File: config.mk
export PLATFORM = sky130hd
export DESIGN_NAME = uart_matrix_printer_flat
export DESIGN_NICKNAME = d
export VERILOG_FILES = /design/src/rtl/uart_matrix_printer_if.sv /design/src/rtl/uart_matrix_printer.sv /design/src/flat_wrapper.sv
export SDC_FILE = /design/constraint.sdc
export NUM_CORES = 1
export LEC_CHECK = 0
export BUFFER_PORTS_ARGS = -buffer_cell sky130_fd_sc_hd__buf_2
export CAP_MARGIN = 40
export CORE_MARGIN = 5
export CORE_UTILIZATION = 63
export DETAILED_ROUTE_END_ITERATION = 10
export GPL_TIMING_DRIVEN = 0
export PLACE_DENSITY = 0.86
export SYNTH_ARGS = -nofsm -noshare
export SYNTH_HDL_FRONTEND = slang
export SYNTH_SLANG_ARGS = --single-unit
File: constraint.sdc
create_clock -name clk -period 13.5 [get_ports clk]
set_input_delay 2.025 -clock clk [delete_from_list [all_inputs] [get_ports clk]]
set_output_delay 2.025 -clock clk [all_outputs]
set_load 0.03 [all_outputs]
File: src/rtl/uart_matrix_printer_if.sv
// Request/status and byte-wide UART TX handshake for uart_matrix_printer.
// master = client side (start/abort/data/tx busy), slave = the printer itself.
interface uart_matrix_printer_if #(
    parameter int ROWS  = 5,
    parameter int COLS  = 5,
    parameter int VAL_W = 2,
    parameter int CNT_W = 8
);
    logic                          start;
    logic                          abort;
    logic [ROWS*COLS*VAL_W-1:0]    info_table;
    logic [CNT_W-1:0]              cnt;
    logic                          uart_tx_busy;
    logic                          uart_tx_en;
    logic [7:0]                    uart_tx_data;
    logic                          busy;
    logic                          done;
    logic                          aborted;
    logic [15:0]                   byte_cnt;

    modport master (
        output start, abort, info_table, cnt, uart_tx_busy,
        input  uart_tx_en, uart_tx_data, busy, done, aborted, byte_cnt
    );

    modport slave (
        input  start, abort, info_table, cnt, uart_tx_busy,
        output uart_tx_en, uart_tx_data, busy, done, aborted, byte_cnt
    );
endinterface

File: src/rtl/uart_matrix_printer.sv
// Snapshots a ROWS x COLS table plus a count and streams it as ASCII decimal
// ("cnt\r\n" then "r*c*val" cells) through a one-byte-per-strobe UART TX handshake.
module uart_matrix_printer #(
    parameter int ROWS      = 5,
    parameter int COLS      = 5,
    parameter int VAL_W     = 2,
    parameter int CNT_W     = 8,
    parameter int LINE_MODE = 1
) (
    input logic                  clk,
    input logic                  rst_n,
    uart_matrix_printer_if.slave bus
);
    localparam int TW = ROWS * COLS * VAL_W;

    typedef enum logic [3:0] {
        IDLE, HDR_PREP, HDR_DIG, HDR_CR, HDR_LF, CELL_PREP, ROW_CH, STAR1,
        COL_CH, STAR2, VAL_DIG, SEP, SEP_LF, WAIT, DONE
    } state_t;

    state_t            state, ret_state;
    logic [TW-1:0]     sh_table;
    logic [CNT_W-1:0]  sh_cnt;
    logic [3:0]        row, col;
    logic [3:0]        dig2, dig1, dig0;
    logic [1:0]        dig_idx;
    logic              tx_en, busy_q, done_q, aborted_q;
    logic [7:0]        tx_data;
    logic [15:0]       byte_cnt_q;

    int                cell_base;
    logic [7:0]        prep_val;
    logic [3:0]        p2, p1, p0, cur_dig;
    logic              row_end, last_cell, emit_state;
    logic [7:0]        emit_byte;
    state_t            emit_next;

    always_comb begin
        cell_base = ((int'(row) - 1) * COLS + int'(col) - 1) * VAL_W;
        prep_val  = (state == HDR_PREP) ? 8'(sh_cnt) : 8'(sh_table[cell_base +: VAL_W]);
        p2 = 4'(prep_val / 8'd100);
        p1 = 4'((prep_val / 8'd10) % 8'd10);
        p0 = 4'(prep_val % 8'd10);
        case (dig_idx)
            2'd2:    cur_dig = dig2;
            2'd1:    cur_dig = dig1;
            default: cur_dig = dig0;
        endcase
        row_end   = (col == 4'(COLS));
        last_cell = row_end && (row == 4'(ROWS));

        emit_state = 1'b1;
        emit_byte  = 8'h00;
        emit_next  = IDLE;
        case (state)
            HDR_DIG: begin
                emit_byte = 8'h30 + {4'h0, cur_dig};
                emit_next = (dig_idx == 2'd0) ? HDR_CR : HDR_DIG;
            end
            HDR_CR:  begin emit_byte = 8'h0D; emit_next = HDR_LF;    end
            HDR_LF:  begin emit_byte = 8'h0A; emit_next = CELL_PREP; end
            ROW_CH:  begin emit_byte = 8'h30 + {4'h0, row}; emit_next = STAR1;  end
            STAR1:   begin emit_byte = 8'h2A; emit_next = COL_CH;    end
            COL_CH:  begin emit_byte = 8'h30 + {4'h0, col}; emit_next = STAR2;  end
            STAR2:   begin emit_byte = 8'h2A; emit_next = VAL_DIG;   end
            VAL_DIG: begin
                emit_byte = 8'h30 + {4'h0, cur_dig};
                emit_next = (dig_idx == 2'd0) ? SEP : VAL_DIG;
            end
            SEP: begin
                if (LINE_MODE != 0 && row_end) begin
                    emit_byte = 8'h0D;
                    emit_next = SEP_LF;
                end else begin
                    emit_byte = 8'h20;
                    emit_next = last_cell ? DONE : CELL_PREP;
                end
            end
            SEP_LF:  begin emit_byte = 8'h0A; emit_next = last_cell ? DONE : CELL_PREP; end
            default: emit_state = 1'b0;
        endcase
    end

    always_ff @(posedge clk or negedge rst_n) begin
        if (!rst_n) begin
            state      <= IDLE;
            ret_state  <= IDLE;
            sh_table   <= '0;
            sh_cnt     <= '0;
            row        <= 4'd1;
            col        <= 4'd1;
            dig2       <= 4'd0;
            dig1       <= 4'd0;
            dig0       <= 4'd0;
            dig_idx    <= 2'd0;
            tx_en      <= 1'b0;
            tx_data    <= 8'h00;
            busy_q     <= 1'b0;
            done_q     <= 1'b0;
            aborted_q  <= 1'b0;
            byte_cnt_q <= 16'd0;
        end else begin
            tx_en     <= 1'b0;
            done_q    <= 1'b0;
            aborted_q <= 1'b0;
            if (bus.abort && state != IDLE && state != DONE) begin
                state     <= IDLE;
                busy_q    <= 1'b0;
                aborted_q <= 1'b1;
            end else if (emit_state) begin
                // A byte is only offered while the transmitter is free.
                if (!bus.uart_tx_busy) begin
                    tx_en      <= 1'b1;
                    tx_data    <= emit_byte;
                    byte_cnt_q <= byte_cnt_q + 16'd1;
                    ret_state  <= emit_next;
                    state      <= WAIT;
                    if (state == HDR_DIG || state == VAL_DIG)
                        dig_idx <= dig_idx - 2'd1;
                    if ((state == SEP || state == SEP_LF) && emit_next != SEP_LF) begin
                        if (row_end) begin
                            col <= 4'd1;
                            row <= row + 4'd1;
                        end else begin
                            col <= col + 4'd1;
                        end
                    end
                end
            end else begin
                case (state)
                    IDLE: begin
                        if (bus.start) begin
                            sh_table   <= bus.info_table;
                            sh_cnt     <= bus.cnt;
                            byte_cnt_q <= 16'd0;
                            busy_q     <= 1'b1;
                            row        <= 4'd1;
                            col        <= 4'd1;
                            state      <= HDR_PREP;
                        end
                    end
                    HDR_PREP, CELL_PREP: begin
                        dig2    <= p2;
                        dig1    <= p1;
                        dig0    <= p0;
                        dig_idx <= (p2 != 4'd0) ? 2'd2 : (p1 != 4'd0) ? 2'd1 : 2'd0;
                        state   <= (state == HDR_PREP) ? HDR_DIG : ROW_CH;
                    end
                    WAIT: begin
                        if (!bus.uart_tx_busy) begin
                            state <= ret_state;
                            if (ret_state == DONE) begin
                                done_q <= 1'b1;
                                busy_q <= 1'b0;
                            end
                        end
                    end
                    default: state <= IDLE;
                endcase
            end
        end
    end

    assign bus.uart_tx_en   = tx_en;
    assign bus.uart_tx_data = tx_data;
    assign bus.busy         = busy_q;
    assign bus.done         = done_q;
    assign bus.aborted      = aborted_q;
    assign bus.byte_cnt     = byte_cnt_q;
endmodule

File: src/flat_wrapper.sv
// flat-port wrapper written by rule: the top's interface ports become plain ports
module uart_matrix_printer_flat 
#(
    parameter int ROWS      = 5,
    parameter int COLS      = 5,
    parameter int VAL_W     = 2,
    parameter int CNT_W     = 8,
    parameter int LINE_MODE = 1
)
  (clk, rst_n, bus_start, bus_abort, bus_info_table, bus_cnt, bus_uart_tx_busy, bus_uart_tx_en, bus_uart_tx_data, bus_busy, bus_done, bus_aborted, bus_byte_cnt);
  uart_matrix_printer_if #(.ROWS(ROWS), .COLS(COLS), .VAL_W(VAL_W), .CNT_W(CNT_W)) bus_i ();
  input logic clk;
  input logic rst_n;
  input wire logic [$bits(bus_i.start)-1:0] bus_start;
  input wire logic [$bits(bus_i.abort)-1:0] bus_abort;
  input wire logic [$bits(bus_i.info_table)-1:0] bus_info_table;
  input wire logic [$bits(bus_i.cnt)-1:0] bus_cnt;
  input wire logic [$bits(bus_i.uart_tx_busy)-1:0] bus_uart_tx_busy;
  output wire logic [$bits(bus_i.uart_tx_en)-1:0] bus_uart_tx_en;
  output wire logic [$bits(bus_i.uart_tx_data)-1:0] bus_uart_tx_data;
  output wire logic [$bits(bus_i.busy)-1:0] bus_busy;
  output wire logic [$bits(bus_i.done)-1:0] bus_done;
  output wire logic [$bits(bus_i.aborted)-1:0] bus_aborted;
  output wire logic [$bits(bus_i.byte_cnt)-1:0] bus_byte_cnt;
  assign bus_i.start = bus_start;
  assign bus_i.abort = bus_abort;
  assign bus_i.info_table = bus_info_table;
  assign bus_i.cnt = bus_cnt;
  assign bus_i.uart_tx_busy = bus_uart_tx_busy;
  assign bus_uart_tx_en = bus_i.uart_tx_en;
  assign bus_uart_tx_data = bus_i.uart_tx_data;
  assign bus_busy = bus_i.busy;
  assign bus_done = bus_i.done;
  assign bus_aborted = bus_i.aborted;
  assign bus_byte_cnt = bus_i.byte_cnt;
  uart_matrix_printer #(.ROWS(ROWS), .COLS(COLS), .VAL_W(VAL_W), .CNT_W(CNT_W), .LINE_MODE(LINE_MODE)) u_core (.clk(clk), .rst_n(rst_n), .bus(bus_i));
endmodule
==> impl_results.md <==
* Status: finished clean
* Distinct cells, synth at 81
* Critical Path End: u_core.dig1[3]
* Depth of the worst register-to-register path at 23
* HP Class: reg -> reg
* Final hold violation count at 0
* GRT Total Usage at 28.4%
* Initial antenna violation count at 1
* IO Count at 91
* Die area at 13500 um2
* Least-Margin Pin Slew at 855 ps
* Placement row count at 38
* Clk buf depth at 2
* Worst EP arrival at 6430 ps
* Core Box Area at 10900 um2
* Main synth FF type: dfrtp_1
* Final critical-path required period at 6180 ps
* Syn Inst Count at 725
* Vias per cell at 6.21
* Height of the die at 116 um
* Worst-Skew Late Latency at 360 ps
* H-tree lvl count at 3
* YS warnings at 0
* Worst Path Buf+Inv at 5
* Reg2reg start: u_core.row[0]
* Finished Cell Area at 8040 um2
* Yosys reg bits at 112
* Max Clk Rate at 162 MHz
* Port Buffer Count at 88
* DRT Pass-1 Iters at 5
* CP Class: reg -> reg
* RSZ-0062 raised after global routing: false
* # setup viols final at 0
* CP Cell Sequence: inv_1, ha_1, xor2_1, ha_1, ha_1, inv_1, fa_1, inv_1, ha_1, inv_1, fa_1, clkbuf_1, nor2_1, a41oi_1, nand3_1, and3_1, a22oi_2, a21oi_1, nor4_1, nor2_1, ha_1, or4_1, a31o_1
* Tcrit/Tclk final at 45.8%
* FF-to-FF setup slack at 7320 ps
* Pre-CTS setup slack at 7390 ps
* Post-Route WL at 18.1 mm
* Mapped Area at 7100 um2
* Vias in the first global route at 5994
* # nets final at 926
* CTS tree: built
* Critical path depth at 23
* Crit path max fanout at 9
* Post-route ant nets at 0
* Crit path from: u_core.row[0]
* Post-synth ARST share at 100%
* Max-slew headroom at 42.7%
* Worst setup SP type: register
* Initial DRC count at 503
* Hpwl dp at 13.7 mm
* Total CTS buffers at 9
* Starting Density at 64.9%
* Largest net degree at the start of global routing at 67
* Layout fillers at 761
* Setup slack after layout at 7320 ps
* Slowest cell on the critical path: dfstp_2
* Clock transition at path regs at 70 ps
* Seq/Total Area, Yosys at 39.5%
* EDFF count, synth at 0
* Worst EP required at 13750 ps
* CTS resizes at 0
* Wire per inst at 18.6 um
* Avg Synthesized Cell Area at 9.79 um2
* CP most frequent cell: ha_1
* Post-CTS Setup Inserts at 0
* Area delta synth->final at 13.2%
* Via count at 6053
* CP top delay family: adder cells
* Gpl congestion at 0.921
* Clock tree sinks at 112
* DRC at 0
* Max-cap violations at 0
* Fin. max-slew vios at 0
* Layout cells sized above 1 at 25.8%
* Worst path max stage delay at 640 ps
* Die width at 116 um
* CTS Root Buffer Type: clkbuf_16
* First-pass GRT wire length at 29.9 mm
* Commonest non-fill, non-tap cells in the layout: dfrtp_1 (110), buf_2 (96), nand2_1 (72)
* Overflow after GRT at 0
* # hold bufs at CTS at 0
* Critical path endpoint category: register
* End of the worst register-to-register path: u_core.dig1[3]
* Final setup skew at 8.03 ps
* Setup TNS at 0 ps
* Placed inst area at 7750 um2
* Commonest non-fill, non-tap cell in the layout: dfrtp_1
==> per-stage QoR <==
| stage | hold WS (ps) | utilization [%] | instances |
|---|---|---|---|
| after floorplan | 439 | - | 726 |
| after global placement | 456 | 70.6 | 954 |
| after detailed placement | 463 | 70.9 | 957 |
| after CTS | 479 | 73.5 | 973 |
| after global routing | 505 | 73.5 | 974 |
| final | 483 | 73.5 | 974 |
==> worst min path at each step <==
stage | start | to | slack [ps] | depth (start not counted)
3_5_place_dp | u_core.bus.uart_tx_data[0] | u_core.bus.uart_tx_data[0] | 460 | 2
5_1_grt | u_core.bus.busy | u_core.bus.busy | 500 | 1
3_3_place_gp | u_core.dig0[3] | u_core.dig0[3] | 460 | 2
6_report | u_core.bus.busy | u_core.bus.busy | 480 | 1
4_1_cts | u_core.bus.uart_tx_data[0] | u_core.bus.uart_tx_data[0] | 480 | 2
2_1_floorplan | u_core.dig2[1] | u_core.dig2[1] | 440 | 2
==> layout make-up <==
class / instances / area (um2) / share of cell area [%]
repair buffers: 91 / 473 / 5.89
diodes: 1 / 2.50 / 0.0311
multi-input cells: 529 / 3890 / 48.5
clock buffers: 9 / 225 / 2.80
clock inverters: 7 / 56.3 / 0.701
flip-flops and latches: 112 / 2810 / 34.9
plain buffers: 44 / 245 / 3.05
well taps: 140 / 175 / 2.18
inverters: 41 / 159 / 1.98
==> flip-flops by register name, indices dropped and copies added (netlist names) <==
signal                   count
u_core.dig0                  4
u_core.dig_idx               2
u_core.row                   4
u_core.sh_table             50
u_core.dig1                  4
u_core.bus.uart_tx_en        1
u_core.dig2                  2
u_core.ret_state             4
u_core.bus.busy              1
u_core.bus.uart_tx_data      6
u_core.sh_cnt                8
u_core.bus.done              1
u_core.bus.byte_cnt         16
u_core.col                   4
u_core.bus.aborted           1
u_core.state                 4
==> cell families after synthesis <==
logic type	after synthesis	synth area share, %
and+or+nand+nor	241	16.8
AOI/OAI and AO/OA	150	13.9
DFF	112	39.5
buffers and inverters	85	5.69
muxes	73	13.6
adders and majority gates	35	6.91
xor gates and xnor gates	28	3.65
other	1	0.0528
==> synthesized netlist by cell type, drive strengths merged (4+ instances only) <==
| library cell | count | area (um2) |
|---|---|---|
| a211oi | 5 | 37.5 |
| a21o | 5 | 37.5 |
| a21oi | 36 | 184 |
| a22oi | 4 | 35.0 |
| a31oi | 13 | 81.3 |
| and3 | 5 | 31.3 |
| buf | 22 | 163 |
| clkbuf | 22 | 82.6 |
| dfrtp | 110 | 2750 |
| fa | 7 | 140 |
| ha | 28 | 350 |
| inv | 39 | 146 |
| mux2 | 56 | 631 |
| mux2i | 4 | 40.0 |
| mux4 | 13 | 293 |
| nand2 | 73 | 277 |
| nand2b | 10 | 62.6 |
| nand3 | 23 | 120 |
| nand3b | 6 | 45.0 |
| nand4 | 5 | 31.3 |
| nor2 | 62 | 238 |
| nor2b | 11 | 68.8 |
| nor3 | 13 | 70.1 |
| o21a | 6 | 45.0 |
| o21ai | 38 | 194 |
| o22ai | 7 | 43.8 |
| o31ai | 6 | 45.0 |
| or3 | 8 | 50.1 |
| or4 | 6 | 45.0 |
| xnor2 | 7 | 61.3 |
| xor2 | 20 | 175 |
==> metal layers <==
layer,track usage [%],up-vias,routed length [um]
met5,0,-,0
met4,8.97,0,456
met3,7.10,37,1380
li1,-,2773,-
met2,47.2,295,8980
met1,37.1,2948,7300
Power is left out: the tool's default activity adds up to more than one toggle a clock period on the data nets, which glitch-free logic cannot reach.
